**config.mk**
```make
export PLATFORM = sky130hd
export DESIGN_NAME = rrmuxn_flat
export DESIGN_NICKNAME = d
export VERILOG_FILES = /design/src/rtl/rrmuxn_pkg.sv /design/src/rtl/rrmuxn_if.sv /design/src/rtl/rrmuxn_rrarbiter.sv /design/src/rtl/rrmuxn.sv /design/src/flat_wrapper.sv
export SDC_FILE = /design/constraint.sdc
export NUM_CORES = 1
export LEC_CHECK = 0
export BUFFER_PORTS_ARGS = -buffer_cell sky130_fd_sc_hd__buf_2
export CORE_MARGIN = 5
export CORE_UTILIZATION = 30
export CTS_CLUSTER_SIZE = 24
export DETAILED_ROUTE_END_ITERATION = 16
export HOLD_SLACK_MARGIN = 0.15
export SLEW_MARGIN = 25
export SYNTH_ARGS = -nofsm -noshare
export SYNTH_HDL_FRONTEND = slang
export SYNTH_SLANG_ARGS = --single-unit
export TNS_END_PERCENT = 20
```
**constraint.sdc**
```tcl
create_clock -name clk -period 2.7 [get_ports clk]
set_input_delay 0.135 -clock clk [delete_from_list [all_inputs] [get_ports clk]]
set_output_delay 0.135 -clock clk [all_outputs]
set_load 0.02 [all_outputs]
```
**src/rtl/rrmuxn_pkg.sv**
```systemverilog
// Shared types and helpers for the rrmuxn round-robin streaming multiplexer.
package rrmuxn_pkg;

  typedef enum logic {ARB, LOCK} rrstate_t;

  // Next channel after v; wraps at n (N need not be a power of two).
  function automatic int unsigned mod_inc(input int unsigned v, input int unsigned n);
    return (v == n - 1) ? 0 : v + 1;
  endfunction

endpackage

```
**src/rtl/rrmuxn_if.sv**
```systemverilog
// Stream bundle for rrmuxn: N requester channels in, one registered beat out.
interface rrmuxn_if #(
  parameter int N     = 4,
  parameter int WIDTH = 8,
  parameter int SELW  = $clog2(N)
);
  logic [N-1:0]            InValid;
  logic [N-1:0]            InLast;
  logic [N-1:0][WIDTH-1:0] InData;
  logic [N-1:0]            InReady;
  logic                    OutValid;
  logic                    OutReady;
  logic [WIDTH-1:0]        OutData;
  logic                    OutLast;
  logic [SELW-1:0]         OutSel;

  // Requesters plus consumer side.
  modport master (
    output InValid, InLast, InData, OutReady,
    input  InReady, OutValid, OutData, OutLast, OutSel
  );

  // The multiplexer itself.
  modport slave (
    input  InValid, InLast, InData, OutReady,
    output InReady, OutValid, OutData, OutLast, OutSel
  );
endinterface

```
**src/rtl/rrmuxn_rrarbiter.sv**
```systemverilog
// Combinational arbiter: first requester at/after ptr (round-robin) or lowest index (fixed).
module rrarbiter #(
  parameter int N    = 4,
  parameter int SELW = $clog2(N)
) (
  input  logic [N-1:0]    req,
  input  logic [SELW-1:0] ptr,
  input  logic            fixed_pri,
  output logic [N-1:0]    gnt,
  output logic [SELW-1:0] idx
);

  int unsigned cand;
  logic        found;

  // NOTE: every output of a combinational block gets a default first; a path
  // that leaves one unassigned infers a latch.
  always_comb begin
    gnt   = '0;
    idx   = '0;
    found = 1'b0;
    cand  = 0;
    for (int k = 0; k < N; k++) begin
      cand = fixed_pri ? k : int'(ptr) + k;
      if (cand >= N) cand = cand - N;
      if (!found && req[cand]) begin
        found     = 1'b1;
        gnt[cand] = 1'b1;
        idx       = SELW'(cand);
      end
    end
  end

endmodule

```
**src/rtl/rrmuxn.sv**
```systemverilog
// N-channel streaming mux with round-robin/fixed arbitration, packet locking and
// a registered valid/ready output stage (one beat per cycle, one cycle latency).
module rrmuxn
  import rrmuxn_pkg::*;
#(
  parameter int WIDTH = 8,
  parameter int N     = 4,
  parameter int SELW  = $clog2(N)
) (
  input  logic   clk,
  input  logic   reset,
  input  logic   FixedPri,
  rrmuxn_if.slave bus
);

  rrstate_t         state_q, state_d;
  logic [SELW-1:0]  ptr_q, ptr_d;
  logic [SELW-1:0]  owner_q, owner_d;

  logic             out_valid_q;
  logic [WIDTH-1:0] out_data_q;
  logic             out_last_q;
  logic [SELW-1:0]  out_sel_q;

  logic             load;
  logic [N-1:0]     arb_gnt;
  logic [SELW-1:0]  arb_idx;
  logic [N-1:0]     ready;
  logic [SELW-1:0]  sel;
  logic             xfer;

  rrarbiter #(.N(N), .SELW(SELW)) u_arb (
    .req       (bus.InValid),
    .ptr       (ptr_q),
    .fixed_pri (FixedPri),
    .gnt       (arb_gnt),
    .idx       (arb_idx)
  );

  assign load = ~out_valid_q | bus.OutReady;

  always_comb begin
    ready   = '0;
    sel     = arb_idx;
    state_d = state_q;
    ptr_d   = ptr_q;
    owner_d = owner_q;

    // The owner is offered the slot even without InValid so a stalled
    // packet keeps its lock and shows up as an output bubble.
    if (!reset && load) begin
      if (state_q == LOCK) begin
        ready[owner_q] = 1'b1;
        sel            = owner_q;
      end else begin
        ready = arb_gnt;
      end
    end

    xfer = |(ready & bus.InValid);

    if (xfer) begin
      if (bus.InLast[sel]) begin
        state_d = ARB;
        if (!FixedPri) ptr_d = SELW'(mod_inc(int'(sel), N));
      end else begin
        state_d = LOCK;
        owner_d = sel;
      end
    end
  end

  // NOTE: sequential state uses non-blocking assignments only, so every
  // register samples pre-edge values regardless of block order.
  always_ff @(posedge clk) begin
    if (reset) begin
      state_q     <= ARB;
      ptr_q       <= '0;
      owner_q     <= '0;
      out_valid_q <= 1'b0;
      out_data_q  <= '0;
      out_last_q  <= 1'b0;
      out_sel_q   <= '0;
    end else begin
      state_q <= state_d;
      ptr_q   <= ptr_d;
      owner_q <= owner_d;
      if (load) begin
        out_valid_q <= xfer;
        if (xfer) begin
          out_data_q <= bus.InData[sel];
          out_last_q <= bus.InLast[sel];
          out_sel_q  <= sel;
        end
      end
    end
  end

  assign bus.InReady  = ready;
  assign bus.OutValid = out_valid_q;
  assign bus.OutData  = out_data_q;
  assign bus.OutLast  = out_last_q;
  assign bus.OutSel   = out_sel_q;

endmodule
```
**src/flat_wrapper.sv**
```systemverilog
// flat-port wrapper written by rule: the top's interface ports become plain ports
module rrmuxn_flat import rrmuxn_pkg::*;
#(
  parameter int WIDTH = 8,
  parameter int N     = 4,
  parameter int SELW  = $clog2(N)
)
  (clk, reset, FixedPri, bus_InValid, bus_InLast, bus_InData, bus_OutReady, bus_InReady, bus_OutValid, bus_OutData, bus_OutLast, bus_OutSel);
  rrmuxn_if #(.N(N), .WIDTH(WIDTH), .SELW(SELW)) bus_i ();
  input  logic clk;
  input  logic reset;
  input  logic FixedPri;
  input wire logic [$bits(bus_i.InValid)-1:0] bus_InValid;
  input wire logic [$bits(bus_i.InLast)-1:0] bus_InLast;
  input wire logic [$bits(bus_i.InData)-1:0] bus_InData;
  input wire logic [$bits(bus_i.OutReady)-1:0] bus_OutReady;
  output wire logic [$bits(bus_i.InReady)-1:0] bus_InReady;
  output wire logic [$bits(bus_i.OutValid)-1:0] bus_OutValid;
  output wire logic [$bits(bus_i.OutData)-1:0] bus_OutData;
  output wire logic [$bits(bus_i.OutLast)-1:0] bus_OutLast;
  output wire logic [$bits(bus_i.OutSel)-1:0] bus_OutSel;
  assign bus_i.InValid = bus_InValid;
  assign bus_i.InLast = bus_InLast;
  assign bus_i.InData = bus_InData;
  assign bus_i.OutReady = bus_OutReady;
  assign bus_InReady = bus_i.InReady;
  assign bus_OutValid = bus_i.OutValid;
  assign bus_OutData = bus_i.OutData;
  assign bus_OutLast = bus_i.OutLast;
  assign bus_OutSel = bus_i.OutSel;
  rrmuxn #(.WIDTH(WIDTH), .N(N), .SELW(SELW)) u_core (.clk(clk), .reset(reset), .FixedPri(FixedPri), .bus(bus_i));
endmodule
```
==> metrics <==
number of enable flip-flop cells after synthesis 0; GRT Util Overall 0.144; relative slew slack 0.758; maximum vdd drop 245 µV; Placer Congestion 0.899; Hold Fails Final Rpt 0; clk sink count 17; final instance area approximately 2500 µm²; H-tree depth 1; Distinct cells, synth 55; Wirelength per Cell 13.7 µm; r2r startpoint u_core.ptr_q[0]$_SDFFE_PP0P_; yosys warns 0; Area contributors post-synth dfxtp_1 (20%), mux2i_1 (13%), mux2_2 (5.3%); Hold Startpoint reset; Starting Density 0.307; # fillers between 500 and 600; final hold slack roughly 0.18 ns; setup violators final 0; first-pass GRT wire length between 8000 and 9000 µm; Max Slew Vio Count 0; root buf cell clkbuf_8; Cells after Synth 215; Slew @ Worst Pin approximately 0.36 ns; CTS clk-pin slew, worst paths about 0.070 ns; Mapped Area approximately 1700 µm²; crit end category register; die height ~85 µm; ys flop type dfxtp_1; die area approximately 7200 µm²; DP HPWL roughly 4000 µm; CP Launch Point u_core.ptr_q[0]$_SDFFE_PP0P_; TritonCTS Buffers 3; Port-buffer cells 59; register area share after synthesis 0.201; RSZ-0062 raised after global routing true; Synth top area share 0.201; routed wire length about 5200 µm; DRT Pass-1 Iters 4; num rows 27; HP Class input pin to register; GRT overflow 0; TritonCTS clock tree done; Leak Pwr 1.21 nW; CTS Buffer Depth 2; share of cells above drive strength 1 0.484; chip width 85.1 µm; placed instance area around 2300 µm²; CTS Hold Bufs 0; crit-path max FO 5; status completed; type of origin of the critical path register; vias in the first global route between 1,500 and 2,000; Area Overhead vs Synth 47.6%; Sum Neg Setup Slack 0 ns; initial antenna violation count 0; final worst path period need roughly 2.7 ns; largest net degree at the start of global routing 18; Syn Area/Cell 7.87 µm²; layout net count about 350; asr flop ratio synth 0; post-synth top area cell dfxtp_1; highest clock rate 371 MHz; final clock skew between 0.0005 and 0.0006 ns; Pwr per Cell Area 579 nW/µm²; Final Util 0.454; core area approximately 5500 µm²; Critical Path AT between 2 and 3 ns; Yosys reg bits 17; Via density roughly 5; CP Class register to register; drt first-iter violations 90; worst-skew pair later-pin latency 0.25 ns; antenna viol nets, final 0; period utilization 0.998; Syn Nets 260; Required @ worst endpoint between 2 and 3 ns; Vias 1,947; # IOs 60; Max Cap Viol 0; Inserted Diodes 0; DRC 0
power by group:
group          total (mW)  switching [mW]  leakage, nW  internal (mW)
registers           0.364          0.0473        0.141          0.317
clock network       0.195          0.0902       0.0228          0.105
logic               0.888           0.440         1.05          0.449
routing by layer:
metal  vias up  part of all wire  track usage
met5         -                 0            0
met4         0            0.0084       0.0345
li1        968                 -            -
met2        79              0.47        0.244
met1       894              0.42        0.181
met3         6             0.094       0.0369
cell usage in the layout (no fill, tap or decap), drive strengths merged, types with 2 or more instances in the layout:
cell type,synthesis,final
a211oi,10,10
a21oi,9,9
a221oi,2,2
a31o,3,3
a31oi,3,3
and2,3,3
and3,2,2
buf,12,107
clkbuf,6,4
dfxtp,17,17
inv,12,12
mux2,10,10
mux2i,22,22
nand2,17,17
nand2b,6,6
nand3,13,13
nand3b,2,2
nor2,11,11
nor2b,6,6
nor3,2,2
nor3b,4,4
o211ai,2,2
o21ai,17,17
o21bai,2,2
o22ai,2,2
or2,2,2
final cells by class:
cell class / instances / area [µm²] / share of cell area
Timing Repair Buffer: 107 / 678 / 0.271
Multi-Input combinational cell: 168 / 1290 / 0.518
Sequential cell: 17 / 345 / 0.138
Clock buffer: 4 / 45.0 / 0.0180
Inverter: 12 / 45.0 / 0.0180
Tap cell: 72 / 90.1 / 0.0361
cell usage after synthesis (4+ instances only):
cell type and instances:
mux2i_1 22, dfxtp_1 17, nand2_1 17, o21ai_0 15
nand3_1 13, inv_1 12, nor2_1 11, a21oi_1 9
a211oi_1 8, mux2_2 8, buf_2 7, clkbuf_1 6
nand2b_1 6, nor2b_1 6, buf_4 4
metrics by stage:
step	instances	power (mW)	setup slack (ns)
3_3_place_gp	365	1.15	-0.0653
2_1_floorplan	215	0.890	0.0944
6_report	380	1.45	0.00568
4_1_cts	373	1.39	0.00313
5_1_grt	380	1.55	-0.0932
3_5_place_dp	365	1.16	-0.0512
sequential cells by signal (all words and copies together) (netlist names):
register	count
u_core.state_q	1
u_core.owner_q	2
u_core.bus.OutLast	1
u_core.ptr_q	2
u_core.bus.OutSel	2
u_core.bus.OutData	8
u_core.bus.OutValid	1
final timing paths:
kind | end | slack [ns] | cells after the start
max | u_core.ptr_q[0]$_SDFFE_PP0P_ | 0.006 | 10
min | u_core.state_q$_SDFFE_PP0P_ | 0.18 | 2
min reg2reg | u_core.bus.OutSel[1]$_SDFFE_PP0P_ | 0.45 | 2
max reg2reg | u_core.ptr_q[0]$_SDFFE_PP0P_ | 0.006 | 10
kinds of logic (layout without fill, tap and decap cells):
| family | Yosys count | after routing | synth area share |
|---|---|---|---|
| AO/OA/AOI/OAI | 61 | 61 | 0.265 |
| adder cells (fa/ha/maj) | 1 | 1 | 0.00739 |
| multiplexers | 32 | 32 | 0.201 |
| flip-flops | 17 | 17 | 0.201 |
| buffers and inverters | 30 | 123 | 0.0850 |
| AND/OR/NAND/NOR | 73 | 73 | 0.235 |
| XOR/XNOR | 1 | 1 | 0.00517 |
worst max-delay path, stage by stage (launching register included):
cell and delay [ns]:
dfxtp_2 0.35, buf_6 0.13, o21ba_4 0.21, o32a_1 0.19, and2_4 0.18, nand3b_1 0.20
a221oi_2 0.27, buf_4 0.16, nor4_4 0.05, or4_4 0.54, mux2_4 0.31
what timing repair did:
item	4_1_cts	5_1_grt
pin swaps	9	12
resized for setup	8	18
buffers inserted	4	7
endpoints found under the setup margin	2	14
No activity file was read; power rests on OpenSTA's default activity.
